`config.mk`:
```
export PLATFORM = sky130hd
export DESIGN_NAME = friscv_imem_loader
export DESIGN_NICKNAME = d
export VERILOG_FILES = /design/src/rtl/friscv_sv_pkg.sv /design/src/rtl/friscv_uart_rx.sv /design/src/rtl/friscv_imem_loader.sv
export SDC_FILE = /design/constraint.sdc
export NUM_CORES = 1
export LEC_CHECK = 0
export ABC_AREA = 1
export CAP_MARGIN = 0
export CELL_PAD_IN_SITES_DETAIL_PLACEMENT = 1
export CELL_PAD_IN_SITES_GLOBAL_PLACEMENT = 2
export CORE_MARGIN = 2
export CORE_UTILIZATION = 38
export CTS_BUF_LIST = sky130_fd_sc_hd__clkbuf_4 sky130_fd_sc_hd__clkbuf_8 sky130_fd_sc_hd__clkbuf_16
export DETAILED_ROUTE_END_ITERATION = 7
export GPL_TIMING_DRIVEN = 0
export PLACE_DENSITY_LB_ADDON = 0.1
export SLEW_MARGIN = 30
export SYNTH_ARGS = -nofsm -noshare
export SYNTH_HDL_FRONTEND = slang
export SYNTH_SLANG_ARGS = --single-unit
```
`constraint.sdc`:
```
create_clock -name clk -period 9.03 [get_ports clk]
set_input_delay 1.3545 -clock clk [delete_from_list [all_inputs] [get_ports clk]]
set_output_delay 1.3545 -clock clk [all_outputs]
set_load 0.01 [all_outputs]
```
`src/rtl/friscv_sv_pkg.sv`:
```
// -----------------------------------------------------------------------------
// friscv_sv_pkg
// Shared types and constants for the instruction-memory UART loader:
//   uart_rx_state_t  - states of the byte receiver (friscv_uart_rx)
//   loader_state_t   - states of the image loader (friscv_imem_loader)
//   UART_FRAME_BITS  - data bits per UART frame (8N1)
// -----------------------------------------------------------------------------
package friscv_sv_pkg;

    localparam int UART_FRAME_BITS = 8;

    typedef enum logic [1:0] {
        R_IDLE,
        R_START,
        R_DATA,
        R_STOP
    } uart_rx_state_t;

    typedef enum logic [2:0] {
        L_LEN0,
        L_LEN1,
        L_LOAD,
        L_DONE,
        L_ERR
    } loader_state_t;

endpackage

```
`src/rtl/friscv_uart_rx.sv`:
```
// -----------------------------------------------------------------------------
// friscv_uart_rx
// 8N1 UART byte receiver, LSB first. The serial line is brought into the clk
// domain by a 2-flop synchroniser; everything else works on the synchronised
// value. Each start edge is confirmed at mid-bit, data bits and the stop bit
// are then sampled once per bit period.
//
// Ports:
//   clk            in   system clock
//   rst            in   asynchronous reset, active-high
//   uart_rx_in     in   serial input, idle high, asynchronous to clk
//   byte_out       out  last received byte (valid while byte_valid_out=1)
//   byte_valid_out out  1-cycle pulse: a byte with a good stop bit arrived
//   frame_err_out  out  1-cycle pulse: stop bit sampled low, byte discarded
// -----------------------------------------------------------------------------
module friscv_uart_rx
    import friscv_sv_pkg::*;
#(
    parameter int CLKS_PER_BIT = 434
)(
    input  logic       clk,
    input  logic       rst,
    input  logic       uart_rx_in,
    output logic [7:0] byte_out,
    output logic       byte_valid_out,
    output logic       frame_err_out
);

    localparam int CNT_W = $clog2(CLKS_PER_BIT);
    localparam logic [CNT_W-1:0] FULL_LAST = CNT_W'(CLKS_PER_BIT - 1);
    localparam logic [CNT_W-1:0] HALF_LAST = CNT_W'(CLKS_PER_BIT / 2 - 1);
    localparam logic [2:0]       LAST_BIT  = 3'(UART_FRAME_BITS - 1);

    logic           r_rx_meta;
    logic           r_rx_sync;
    uart_rx_state_t r_state;
    uart_rx_state_t w_state_next;
    logic [CNT_W-1:0] r_cnt;
    logic [2:0]     r_bit_idx;
    logic [7:0]     r_shift;
    logic           r_valid;
    logic           r_err;

    // Synchroniser resets to the idle line level so no false start is seen.
    always_ff @(posedge clk or posedge rst) begin
        if (rst) begin
            r_rx_meta <= 1'b1;
            r_rx_sync <= 1'b1;
        end else begin
            r_rx_meta <= uart_rx_in;
            r_rx_sync <= r_rx_meta;
        end
    end

    always_ff @(posedge clk or posedge rst) begin
        if (rst) begin
            r_state <= R_IDLE;
        end else begin
            r_state <= w_state_next;
        end
    end

    always_comb begin
        w_state_next = r_state;
        case (r_state)
            R_IDLE: begin
                if (!r_rx_sync) begin
                    w_state_next = R_START;
                end
            end
            R_START: begin
                // A line that is high again at mid start bit was a glitch.
                if (r_cnt == HALF_LAST) begin
                    w_state_next = r_rx_sync ? R_IDLE : R_DATA;
                end
            end
            R_DATA: begin
                if ((r_cnt == FULL_LAST) && (r_bit_idx == LAST_BIT)) begin
                    w_state_next = R_STOP;
                end
            end
            R_STOP: begin
                if (r_cnt == FULL_LAST) begin
                    w_state_next = R_IDLE;
                end
            end
            default: w_state_next = R_IDLE;
        endcase
    end

    always_ff @(posedge clk or posedge rst) begin
        if (rst) begin
            r_cnt     <= '0;
            r_bit_idx <= '0;
            r_shift   <= '0;
            r_valid   <= 1'b0;
            r_err     <= 1'b0;
        end else begin
            r_valid <= 1'b0;
            r_err   <= 1'b0;
            case (r_state)
                R_IDLE: begin
                    r_cnt <= '0;
                end
                R_START: begin
                    r_bit_idx <= '0;
                    r_cnt     <= (r_cnt == HALF_LAST) ? '0 : r_cnt + 1'b1;
                end
                R_DATA: begin
                    if (r_cnt == FULL_LAST) begin
                        r_cnt     <= '0;
                        r_shift   <= {r_rx_sync, r_shift[7:1]};
                        r_bit_idx <= r_bit_idx + 1'b1;
                    end else begin
                        r_cnt <= r_cnt + 1'b1;
                    end
                end
                R_STOP: begin
                    if (r_cnt == FULL_LAST) begin
                        r_cnt   <= '0;
                        r_valid <= r_rx_sync;
                        r_err   <= ~r_rx_sync;
                    end else begin
                        r_cnt <= r_cnt + 1'b1;
                    end
                end
                default: r_cnt <= '0;
            endcase
        end
    end

    assign byte_out       = r_shift;
    assign byte_valid_out = r_valid;
    assign frame_err_out  = r_err;

endmodule

```
`src/rtl/friscv_imem_loader.sv`:
```
// -----------------------------------------------------------------------------
// friscv_imem_loader
// Receives a length-prefixed program image over UART and writes it word by
// word into instruction memory, holding the core in reset until the whole
// image is written. Image format: 16-bit little-endian word count, then
// count*4 bytes, each word little-endian. Count 0 finishes immediately; a
// count above MAX_WORDS or any framing error before completion is fatal
// until rst. CLK_FREQ_HZ / BAUD_RATE must be at least 4.
//
// Ports:
//   clk             in   system clock
//   rst             in   asynchronous reset, active-high
//   uart_rx_in      in   serial input, idle high, 8N1
//   imem_addr_out   out  byte address of the word written (multiple of 4)
//   imem_wd_out     out  word written to instruction memory
//   imem_we_out     out  single-cycle write strobe
//   core_rst_n_out  out  active-low core reset, released once loaded
//   load_done_out   out  image fully written (sticky until rst)
//   frame_err_out   out  framing or length error (sticky until rst)
// -----------------------------------------------------------------------------
module friscv_imem_loader
    import friscv_sv_pkg::*;
#(
    parameter int CLK_FREQ_HZ = 50_000_000,
    parameter int BAUD_RATE   = 115_200,
    parameter int ADDR_WIDTH  = 12,
    parameter int DATA_WIDTH  = 32
)(
    input  logic                  clk,
    input  logic                  rst,
    input  logic                  uart_rx_in,
    output logic [ADDR_WIDTH-1:0] imem_addr_out,
    output logic [DATA_WIDTH-1:0] imem_wd_out,
    output logic                  imem_we_out,
    output logic                  core_rst_n_out,
    output logic                  load_done_out,
    output logic                  frame_err_out
);

    localparam int CLKS_PER_BIT = CLK_FREQ_HZ / BAUD_RATE;
    localparam int MAX_WORDS    = 2 ** (ADDR_WIDTH - 2);
    // One extra bit so the index can reach MAX_WORDS without wrapping.
    localparam int WIDX_W       = ADDR_WIDTH - 1;

    logic [7:0]      w_rx_byte;
    logic            w_rx_valid;
    logic            w_rx_err;

    loader_state_t   r_state;
    loader_state_t   w_state_next;

    logic [7:0]      r_len_lo;
    logic [15:0]     r_count;
    logic [WIDX_W-1:0] r_word_idx;
    logic [1:0]      r_byte_idx;
    logic [23:0]     r_asm;

    logic [ADDR_WIDTH-1:0] r_addr;
    logic [DATA_WIDTH-1:0] r_wd;
    logic            r_we;
    logic            r_core_rst_n;
    logic            r_done;
    logic            r_err;

    logic [15:0]     w_len_full;
    logic            w_len_too_big;
    logic            w_word_complete;
    logic            w_last_word;

    friscv_uart_rx #(
        .CLKS_PER_BIT (CLKS_PER_BIT)
    ) u_uart_rx (
        .clk            (clk),
        .rst            (rst),
        .uart_rx_in     (uart_rx_in),
        .byte_out       (w_rx_byte),
        .byte_valid_out (w_rx_valid),
        .frame_err_out  (w_rx_err)
    );

    assign w_len_full      = {w_rx_byte, r_len_lo};
    assign w_len_too_big   = 32'(w_len_full) > 32'(MAX_WORDS);
    assign w_word_complete = (r_state == L_LOAD) && w_rx_valid && (r_byte_idx == 2'd3);
    assign w_last_word     = (32'(r_word_idx) + 32'd1) == 32'(r_count);

    always_ff @(posedge clk or posedge rst) begin
        if (rst) begin
            r_state <= L_LEN0;
        end else begin
            r_state <= w_state_next;
        end
    end

    always_comb begin
        w_state_next = r_state;
        case (r_state)
            L_LEN0: begin
                if (w_rx_err) begin
                    w_state_next = L_ERR;
                end else if (w_rx_valid) begin
                    w_state_next = L_LEN1;
                end
            end
            L_LEN1: begin
                if (w_rx_err) begin
                    w_state_next = L_ERR;
                end else if (w_rx_valid) begin
                    if (w_len_full == 16'd0) begin
                        w_state_next = L_DONE;
                    end else if (w_len_too_big) begin
                        w_state_next = L_ERR;
                    end else begin
                        w_state_next = L_LOAD;
                    end
                end
            end
            L_LOAD: begin
                // Leaving on the last word's 4th byte puts the state in
                // L_DONE in the same cycle the final strobe is driven.
                if (w_rx_err) begin
                    w_state_next = L_ERR;
                end else if (w_word_complete && w_last_word) begin
                    w_state_next = L_DONE;
                end
            end
            L_DONE:  w_state_next = L_DONE;
            L_ERR:   w_state_next = L_ERR;
            default: w_state_next = L_ERR;
        endcase
    end

    always_ff @(posedge clk or posedge rst) begin
        if (rst) begin
            r_len_lo     <= '0;
            r_count      <= '0;
            r_word_idx   <= '0;
            r_byte_idx   <= '0;
            r_asm        <= '0;
            r_addr       <= '0;
            r_wd         <= '0;
            r_we         <= 1'b0;
            r_core_rst_n <= 1'b0;
            r_done       <= 1'b0;
            r_err        <= 1'b0;
        end else begin
            r_we <= 1'b0;
            case (r_state)
                L_LEN0: begin
                    if (w_rx_valid) begin
                        r_len_lo <= w_rx_byte;
                    end
                end
                L_LEN1: begin
                    if (w_rx_valid) begin
                        r_count    <= w_len_full;
                        r_word_idx <= '0;
                        r_byte_idx <= '0;
                    end
                end
                L_LOAD: begin
                    if (w_rx_valid) begin
                        r_byte_idx <= r_byte_idx + 1'b1;
                        case (r_byte_idx)
                            2'd0: r_asm[7:0]   <= w_rx_byte;
                            2'd1: r_asm[15:8]  <= w_rx_byte;
                            2'd2: r_asm[23:16] <= w_rx_byte;
                            default: begin
                                r_we       <= 1'b1;
                                r_wd       <= {w_rx_byte, r_asm};
                                r_addr     <= {r_word_idx[ADDR_WIDTH-3:0], 2'b00};
                                r_word_idx <= r_word_idx + 1'b1;
                            end
                        endcase
                    end
                end
                default: begin
                end
            endcase
            // Status flags follow the state one cycle late; both terminal
            // states are absorbing, so the flags are sticky until rst.
            r_done       <= (r_state == L_DONE);
            r_core_rst_n <= (r_state == L_DONE);
            r_err        <= (r_state == L_ERR);
        end
    end

    assign imem_addr_out  = r_addr;
    assign imem_wd_out    = r_wd;
    assign imem_we_out    = r_we;
    assign core_rst_n_out = r_core_rst_n;
    assign load_done_out  = r_done;
    assign frame_err_out  = r_err;

endmodule

```
# After elaboration in Yosys (flattened, before gate mapping)
# Cells that the tools add are included.
# totals
output_inout_bits	48
wordCells	112
ff_bits	135
# op_classes
n_addsub	5
mux	34
n_reduce_logical	24
n_lt_le_gt_ge	1
n_eq_ne	25
bitwise	2
# op_table
op	n
11-bit 2-to-1 mux	3
3-bit 2-to-1 mux	9
9-bit one-hot mux with 3 select lines	1
11-bit one-hot mux with 2 select lines	1
9-bit 2-to-1 mux	2
3-bit AND reduction	6
12-bit by 16-bit == test with 1-bit output	1
16-bit by 11-bit greater-than comparator with 1-bit output (second input constant)	1
16-bit logical NOT	1
2-bit 2-to-1 mux	7
11-bit by 1-bit adder with 12-bit output (second input constant)	1
2-bit by 1-bit != test with 1-bit output (second input constant)	6
3-bit one-hot mux with 4 select lines	1
11-bit by 1-bit adder with 11-bit output (second input constant)	1
9-bit by 1-bit adder with 9-bit output (second input constant)	1
9-bit by 8-bit == test with 1-bit output (second input constant)	1
9-bit == test (second input constant)	1
3-bit by 1-bit != test with 1-bit output (second input constant)	3
2-bit == test (second input constant)	4
2-bit one-hot mux with 4 select lines	1
2-bit AND reduction	4
4-bit AND reduction	2
1-bit 2-to-1 mux	7
3-bit by 2-bit == test with 1-bit output (second input constant)	2
15 further kinds	24

# Depth between registers and ports, before layout
# depth
depth_word	7
ltp_mapped	13
mapped_depth_nobuf	13

# By module
# Synthesis repeated with hierarchy kept, for this count alone.
# unflattened
hier_cells	677
hier_area_um2	5888.1
# by_module_without_submodules
module	seq_area_each_um2	cells_per_inst	n_inst	area_per_inst_um2
friscv_imem_loader	2727.6	541	1	4667.0
friscv_uart_rx	653.1	136	1	1221.2

# Worst setup path after synthesis
# No wires, ideal clock.
# synth_timing
path_type	reg-to-output
from	reg r_done (netlist: load_done_out)
to	out load_done_out
path_stages_with_launch	2
required_time_ns	7.676
arrival_time_ns	0.539
n_path_buf	1
path_slack_ns	7.136
cell_sequence	dfrtp_1 > buf_4
# synth_lines
item	line_no	rtl
from (decl)	friscv_imem_loader.sv:62	logic r_done;
from (signal assigned)	friscv_imem_loader.sv:181	r_done <= (r_state == L_DONE);
to (decl)	friscv_imem_loader.sv:36	output logic load_done_out,
# No word-level cell between the ends.

# Final worst setup path
# layout_timing
from	reg r_done (netlist: load_done_out)
to	out load_done_out
# No word-level cell between the ends.

==> impl_metrics.toml <==
[grt]
antenna_found_initial = 0
grt_pass1_wl_um = 25500
grt_max_degree = 94
gr-usage-all-layers_pct = 20.21
grt_pass1_vias = 5065
globalRouteOverflowTotal = 0

[timing]
setup_ws_ps = 6286
hold_viol = 0
fmax_ghz = 0.3645
slew_headroom_pct = 62.95
setup_violations = 0
rsz0062_at_grt = "false"
slew_viol_final = 0
period_minus_slack_ps = 2744
finalClockSkew_ps = 4.645
worst_pin_slew_ps = 555.7
setup-tns-final_ps = 0
fin_crit_sh_pct = 30.39

[clock_tree]
cts_buffers = 17
insertion_delay_ps = 420
cts_tree = "built"
cts_max_level = 4
cts_sinks = 135
path_clk_slew_ps = 60
post_cts_buffers = 0
post_cts_resized = 0
holdBufCountCts = 0
cts_root_buf = "clkbuf_16"
cts_buffer_depth = 2

[power_and_ir_drop]
ir_worst_vdd_mv = 0.1298
power.leakage_nw = 3.361
powerDensity_nw_per_um2 = 190.6
finalPower_mw = 1.368

[setup_path]
r2r_cells = 6
setup.worst_path.end = "load_done_out"
r2r_end = "r_asm[9]"
path_max_fanout = 2
path_class = "reg2out"
r2r_setup_slack_ps = 6970
critPathLaunchType = "flop"
crit_start = "load_done_out"
cp-end-kind = "output pin"
timing.rr.start = "r_state[0]"
cp.required_ps = 7680
crit_arrival_ps = 1390

[synth]
synthArstFlopShare_pct = 100.0
syn_area_per_cell_um2 = 8.652
synth-warning-count = 0
synth_top_area_cell = "dfrtp_1"
syn_area_um2 = 5788
synthCells = 669
synth_edf_count = 0
yosys_register_bits = 135
synth.distinct_cells = 35
yosysSeqAreaShare_pct = 58.41
synth_top_cells_by_count = "231 x nand2_1, 133 x dfrtp_1, 82 x o21ai_0, 63 x inv_1"
synthFlopType = "dfrtp_1"
synth_area_leaders = "dfrtp_1 58%, nand2_1 15%, o21ai_0 7.1%"
yosysTopAreaCellShare_pct = 57.50
synth_most_common_cell = "nand2_1"

[die]
io-pin-count = 51
fp.dieH_um = 127.4
initial_core_util_pct = 38.50
die_w_um = 127.4
num_rows = 45
die_area_um2 = 16230
core_um2 = 15030

[placement]
post-place-ws_ps = 6465
place.gp.congestion = 0.8420
io_buffers = 48
dpl_cell_area_um2 = 6543
placed_cells = 907
hpwl_um = 10490

[detailed_routing]
vias = 4712
wl_um = 14870
antenna_left = 0
drt_iter0_markers = 203
viasPerCell = 5.023
wl_per_cell_um = 15.85
drtPass1Iterations = 4
drc = 0

[status]
outcome = "finished, final reports clean"

[cells_and_area]
fin_area_um2 = 7174
n_fill_cell = 1760
antenna_cells = 0
drive_above_1_share_pct = 7.600
instances_no_fill = 938
fin_nets = 751
synthToLayoutAreaGrowth_pct = 23.95

[run]
maxCapViolations = 0

[hold_path]
whs_path_depth = 0
hold_path_class = "reg2reg"
[worst min-delay path by stage]
stage                                    from             endpoint  slack (ps)
after detailed placement  u_uart_rx.r_rx_meta  u_uart_rx.r_rx_sync         350
final                     u_uart_rx.r_rx_meta  u_uart_rx.r_rx_sync         360
after global placement    u_uart_rx.r_rx_meta  u_uart_rx.r_rx_sync         350
after global routing      u_uart_rx.r_rx_meta  u_uart_rx.r_rx_sync         360
after CTS                 u_uart_rx.r_rx_meta  u_uart_rx.r_rx_sync         360
after floorplan           u_uart_rx.r_rx_meta  u_uart_rx.r_rx_sync         350
[where the power goes]
part	leakage [nW]	switching [mW]	total, mW	internal [mW]
clock network	0.304	0.274	0.746	0.472
logic	1.19	0.0128	0.0156	0.00278
registers	1.87	0.000245	0.606	0.606
[registers in the layout, indices dropped and copies added (netlist names), 3 cells and up, named ones only]
| signal | flops |
|---|---|
| imem_addr_out | 10 |
| imem_wd_out | 32 |
| r_asm | 24 |
| r_count | 16 |
| r_len_lo | 8 |
| r_state | 3 |
| r_word_idx | 11 |
| u_uart_rx.byte_out | 8 |
| u_uart_rx.r_bit_idx | 3 |
| u_uart_rx.r_cnt | 9 |
[placed cells by master (no fill, tap or decap), types with 3 or more instances in the layout]
master / count
nand2_1: 231
dfrtp_1: 133
o21ai_0: 82
inv_1: 62
clkdlybuf4s50_1: 48
nor2_1: 36
nand3_1: 36
clkbuf_16: 17
clkbuf_1: 12
ha_1: 10
o22ai_1: 7
nor3_1: 6
nor2_2: 5
buf_2: 5
a21oi_1: 5
inv_6: 5
nand4_1: 4
bufinv_16: 4
xnor2_1: 3
buf_4: 3
[kinds of logic (layout without fill, tap and decap cells)]
logic type	count (synthesis)	in the layout	share of synthesized area (%)
other	1	2	0.06479
AOI/OAI and AO/OA	102	102	9.317
buffers and inverters	88	168	6.009
adders and majority gates	10	10	2.162
and+or+nand+nor	328	328	23.28
xor gates and xnor gates	5	5	0.7567
DFF	135	135	58.41
[layer usage]
layer  vias to the layer above  global-route usage (%)  wire [um]
li1                       2272                       -          -
met1                      2355                   25.22       6869
met2                        64                   34.63       7397
met3                        21                   4.271        333
met4                         0                   7.498        270
met5                         -                       0          0
[critical path, stage by stage, from the launching register on]
cell	delay [ps]
dfrtp_1	370
buf_4	130
clkdlybuf4s50_1	470
[metrics by stage]
step	hold slack [ps]	util, %
6_report	355.4	47.72
5_1_grt	358.6	47.72
4_1_cts	357.8	47.72
3_5_place_dp	349.1	43.52
3_3_place_gp	347.8	43.29
2_1_floorplan	345.2	-
[layout make-up]
cell class	count	area (um^2)	area share [%]
Inverter	66	255.2	3.558
Clock inverter	13	192.7	2.686
Buffer	22	100.1	1.395
Sequential cell	135	3381	47.12
Multi-Input combinational cell	447	2063	28.76
Timing Repair Buffer	49	508.0	7.081
Tap cell	188	235.2	3.279
Clock buffer	18	439.2	6.121
Power figures use the tool's default switching activity.
